--- config.mk ---
export PLATFORM = sky130hd
export DESIGN_NAME = addsub_arbiter
export DESIGN_NICKNAME = d
export VERILOG_FILES = /design/src/rtl/addsub_arbiter.sv
export SDC_FILE = /design/constraint.sdc
export NUM_CORES = 1
export LEC_CHECK = 0
export ABC_CLOCK_PERIOD_IN_PS = 1350
export CAP_MARGIN = 20
export CORE_MARGIN = 4
export CORE_UTILIZATION = 36
export CTS_CLUSTER_DIAMETER = 200
export CTS_CLUSTER_SIZE = 30
export DETAILED_ROUTE_END_ITERATION = 10
export GPL_TIMING_DRIVEN = 0
export PLACE_DENSITY_LB_ADDON = 0.1
export RECOVER_POWER = 50
export SLEW_MARGIN = 20
export SYNTH_ARGS = -nofsm -noshare
export SYNTH_HDL_FRONTEND = slang
export SYNTH_SLANG_ARGS = --single-unit
--- constraint.sdc ---
create_clock -name i_clk -period 1.35 [get_ports i_clk]
set_clock_uncertainty 0.1 [all_clocks]
set_input_delay 0.2025 -clock i_clk [delete_from_list [all_inputs] [get_ports i_clk]]
set_output_delay 0.2025 -clock i_clk [all_outputs]
set_load 0.02 [all_outputs]
--- src/rtl/addsub_arbiter.sv ---
// Round-robin front end that lets two requesters share one external 4-bit
// adder/subtractor through a req/ack handshake with registered results.
module addsub_arbiter #(
  parameter int WIDTH = 4
) (
  input  logic             i_clk,
  input  logic             i_rst,
  input  logic             i_req0,
  input  logic             i_op0,
  input  logic [WIDTH-1:0] i_a0,
  input  logic [WIDTH-1:0] i_b0,
  input  logic             i_req1,
  input  logic             i_op1,
  input  logic [WIDTH-1:0] i_a1,
  input  logic [WIDTH-1:0] i_b1,
  output logic             o_ack0,
  output logic             o_ack1,
  output logic [WIDTH-1:0] o_res_S,
  output logic             o_res_Cout,
  output logic             o_res_V,
  output logic             o_busy,
  output logic [WIDTH-1:0] o_add_A,
  output logic [WIDTH-1:0] o_add_B,
  output logic             o_add_C0,
  input  logic [WIDTH-1:0] i_add_S,
  input  logic             i_add_Cout,
  input  logic             i_add_V
);

  localparam logic [1:0] ST_IDLE = 2'd0;
  localparam logic [1:0] ST_EXEC = 2'd1;
  localparam logic [1:0] ST_RESP = 2'd2;

  logic [1:0]       r_state;
  logic             r_last;
  logic             r_gnt;
  logic             r_ack0;
  logic             r_ack1;
  logic [WIDTH-1:0] r_res_S;
  logic             r_res_Cout;
  logic             r_res_V;
  logic [WIDTH-1:0] r_add_A;
  logic [WIDTH-1:0] r_add_B;
  logic             r_add_C0;

  logic w_any;
  logic w_pick;

  // On a tie the requester that was not served last wins.
  assign w_any  = i_req0 | i_req1;
  assign w_pick = (i_req0 & i_req1) ? ~r_last : i_req1;

  // NOTE: sequential state uses non-blocking assignments so every register
  // samples pre-edge values, independent of statement order.
  always_ff @(posedge i_clk or posedge i_rst) begin
    if (i_rst) begin
      r_state    <= ST_IDLE;
      r_last     <= 1'b1;
      r_gnt      <= 1'b0;
      r_ack0     <= 1'b0;
      r_ack1     <= 1'b0;
      r_res_S    <= '0;
      r_res_Cout <= 1'b0;
      r_res_V    <= 1'b0;
      r_add_A    <= '0;
      r_add_B    <= '0;
      r_add_C0   <= 1'b0;
    end else begin
      case (r_state)
        ST_IDLE: begin
          if (w_any) begin
            r_gnt    <= w_pick;
            r_add_A  <= w_pick ? i_a1  : i_a0;
            r_add_B  <= w_pick ? i_b1  : i_b0;
            r_add_C0 <= w_pick ? i_op1 : i_op0;
            r_state  <= ST_EXEC;
          end
        end
        ST_EXEC: begin
          // Shared adder is combinational; its outputs have settled by now.
          r_res_S    <= i_add_S;
          r_res_Cout <= i_add_Cout;
          r_res_V    <= i_add_V;
          r_ack0     <= ~r_gnt;
          r_ack1     <= r_gnt;
          r_last     <= r_gnt;
          r_state    <= ST_RESP;
        end
        ST_RESP: begin
          r_ack0  <= 1'b0;
          r_ack1  <= 1'b0;
          r_state <= ST_IDLE;
        end
        default: r_state <= ST_IDLE;
      endcase
    end
  end

  assign o_ack0     = r_ack0;
  assign o_ack1     = r_ack1;
  assign o_res_S    = r_res_S;
  assign o_res_Cout = r_res_Cout;
  assign o_res_V    = r_res_V;
  assign o_busy     = (r_state != ST_IDLE);
  assign o_add_A    = r_add_A;
  assign o_add_B    = r_add_B;
  assign o_add_C0   = r_add_C0;

endmodule

==> results.py <==
metrics = {
    "synthesis": {
        "netlist_area_um2": 985.9,
        "synth-seq-area-share": 0.5343,
        "avgSynthCellArea_um2": 10.95,
        "synthCells": 90,
        "synth_cell_types": 18,
        "yosysTopAreaCellShare": 0.5076,
        "yosysWarnings": 0,
        "ys_ff_latch": 21,
        "yosys.area.top_type": "dfrtp_1",
        "synth_fp_nets": 122,
        "synth_area_leaders": "dfrtp_1 51%, mux2_2 10%, a21oi_2 8.0%",
    },
    "routing": {
        "first_pass_iters": 4,
        "route.detailed.drc": 0,
        "drt_iter0_markers": 53,
        "vias_per_cell": 4.846,
        "wl_per_cell_um": 14.41,
        "vias": 848,
        "wl_um": 2521,
        "drtAntennaViolNets": 0,
    },
    "worst_setup_path": {
        "r2r_start": "r_state[1]",
        "rr_endpoint": "o_res_S[1]",
        "rrSetupSlack_ns": -0.04,
        "cp-start-kind": "flop",
        "required_ns": 1.05,
        "crit_buf_inv": 3,
        "arrival_ns": 1.14,
        "cp_top_family": "flip-flops",
        "cp_cell_sequence": "inv_2 -> ha_4 -> inv_4 -> buf_6",
        "worstSetupPathType": "flop to primary output",
        "slowest_delay_ns": 0.41,
        "critical_path.slowest_cell": "dfrtp_1",
        "worstSetupEndpointType": "primary output",
        "reg2reg_depth": 5,
        "crit_fanout": 4,
    },
    "grt": {
        "busiest_layer": "met2",
        "use_met3": 0.04468,
        "antenna_found_initial": 0,
        "grt_pass1_vias": 857,
        "gr-usage-met1": 0.1604,
        "grt_usage": 0.1363,
        "grt_max_degree": 22,
        "grt-ovfl-total": 0,
        "met2_usage": 0.2377,
        "grt_pass1_wl_um": 3739,
    },
    "cells_and_area": {
        "syn2layout_area_growth_pct": 64.09,
        "drive_gt1_frac": 0.2966,
        "final_cell_mix": "26 x clkdlybuf4s50_1, 20 x dfrtp_1, 15 x clkdlybuf4s15_1, 12 x nand2_1, 10 x a21oi_1",
        "antenna_cells": 0,
        "layout_commonest_cell": "clkdlybuf4s50_1",
        "nNetsFinal": 178,
    },
    "status": {
        "status": "finished with violations",
        "violations": "setup timing",
    },
    "die": {
        "start_util": 0.3874,
        "top_level_ports": 46,
        "core-area_um2": 2545,
        "die_h_um": 60.33,
        "die_x_um": 60.33,
        "rows": 18,
        "die_area_um2": 3640,
    },
    "cts": {
        "clock-root-buffer": "clkbuf_4",
        "cts_buffers": 3,
        "cts_hold_buffers": 0,
        "cts_tree": "yes",
        "clk_pin_slew_worst_paths_ns": 0.12,
        "clock_sink_count": 21,
        "htreeDepth": 1,
        "clk_path_buf_depth": 2,
        "clk-insertion-delay-late_ns": 0.30,
    },
    "pwr": {
        "p_leak_nw": 0.7118,
        "ir_drop_mv": 1.417,
        "p_per_area_nw_per_um2": 2293,
        "power.total_mw": 3.710,
    },
    "worst_hold_path": {
        "hp-class": "input port to flop",
        "worstHoldPathCells": 3,
        "holdCritStartpoint": "i_a0[0]",
        "whs_endpoint": "o_add_A[0]",
    },
    "timing": {
        "max_freq_mhz": 693.4,
        "period_share": 1.068,
        "layout_min_cycle_time_ns": 1.442,
        "worstMarginPinSlew_ns": 0.7829,
        "slew_violations": 0,
        "finalWorstSetupSlack_ns": -0.09227,
        "rsz0062_at_grt": "yes",
        "fin_hold_ws_ns": 0.3354,
        "finalHoldViolations": 0,
        "slew_headroom": 0.4775,
        "setup_viol_count_final": 15,
    },
    "place": {
        "portBuffers": 45,
        "dp_hpwl_um": 1754,
        "gp_congestion": 0.7954,
    },
    "job": {
        "cap_viol_max_count": 0,
    },
}
==> repair_timing <==
item / 4_1_cts / 5_1_grt
hold endpoints to repair: 0 / 0
gates resized for setup: 28 / 36
buffers inserted: 2 / 4
setup endpoints to repair: 36 / 32
pin swaps: 0 / 1
==> registers in the layout, indices dropped and copies added, names as in the netlist <==
name,cells
o_add_A,4
o_add_B,4
o_res_S,4
r_state,2
o_ack0,1
o_ack1,1
o_add_C0,1
o_res_Cout,1
o_res_V,1
r_gnt,1
r_last,1
==> Yosys cell counts <==
| master | count |
|---|---|
| clkbuf_2 | 1 |
| mux2_2 | 9 |
| o21a_1 | 1 |
| a21boi_4 | 1 |
| buf_2 | 1 |
| dfstp_2 | 1 |
| ha_1 | 4 |
| buf_4 | 1 |
| dfrtp_1 | 20 |
| nor2_1 | 11 |
| o21ai_2 | 1 |
| inv_1 | 5 |
| o21ai_1 | 1 |
| nand2_1 | 12 |
| a21bo_1 | 1 |
| o22ai_1 | 1 |
| a21oi_1 | 10 |
| a21oi_2 | 9 |
==> power breakdown <==
| part | internal, mW | switching, mW |
|---|---|---|
| sequential | 0.960 | 0.194 |
| clock | 0.115 | 0.186 |
| combinational | 1.14 | 1.11 |
==> per-layer routing <==
metal | share of wire | vias up
met5 | 0 | -
met4 | 0.0040 | 0
met3 | 0.083 | 2
met2 | 0.48 | 30
met1 | 0.43 | 404
li1 | - | 412
==> how the worst max path moves through the flow <==
stage                     startpoint          to  slack, ns  depth (start not counted)
after floorplan           r_state[1]  o_res_Cout       0.05                          4
after global placement    r_state[0]      o_busy      -0.35                          4
after detailed placement  r_state[0]      o_busy      -0.37                          4
after CTS                 r_state[0]      o_busy      -0.16                          4
after global routing      r_state[1]      o_busy      -0.16                          4
final                     r_state[1]      o_busy      -0.09                          4
==> per-stage QoR <==
stage	area (µm²)	utilization	worst slack [ns]	TNS [ns]	std cells
after floorplan	985.9	-	0.04885	0	90
after detailed placement	1474	0.5792	-0.3702	-3.369	165
after CTS	1510	0.5934	-0.1583	-0.1604	171
final	1618	0.6357	-0.09227	-0.4278	175
after global placement	1474	0.5792	-0.3528	-2.830	165
after global routing	1618	0.6357	-0.1604	-1.587	175
==> cells by family (layout without fill, tap and decap cells) <==
| kind of cell | Yosys count | in the layout | synth area share |
|---|---|---|---|
| flip-flops | 21 | 21 | 0.5343 |
| buffers and inverters | 8 | 63 | 0.03680 |
| adder cells (fa/ha/maj) | 4 | 4 | 0.05076 |
| AO/OA/AOI/OAI | 25 | 25 | 0.1878 |
| AND/OR/NAND/NOR | 23 | 23 | 0.08756 |
| multiplexers | 9 | 9 | 0.1028 |
==> final cells by class <==
class | instances | area [µm²]
Inverter | 5 | 21.27
Multi-Input combinational cell | 61 | 481.7
Sequential cell | 21 | 526.8
Timing Repair Buffer | 51 | 490.5
Fill cell | 209 | 927.1
Clock buffer | 4 | 26.28
Tap cell | 30 | 37.54
Buffer | 3 | 33.78
==> worst min-delay path, delay by kind of cell <==
family | cells | cell delay (ns)
compound gates | 1 | 0.05
buf+inv | 1 | 0.40
simple gates | 1 | 0.07
Power figures use the tool's default switching activity.
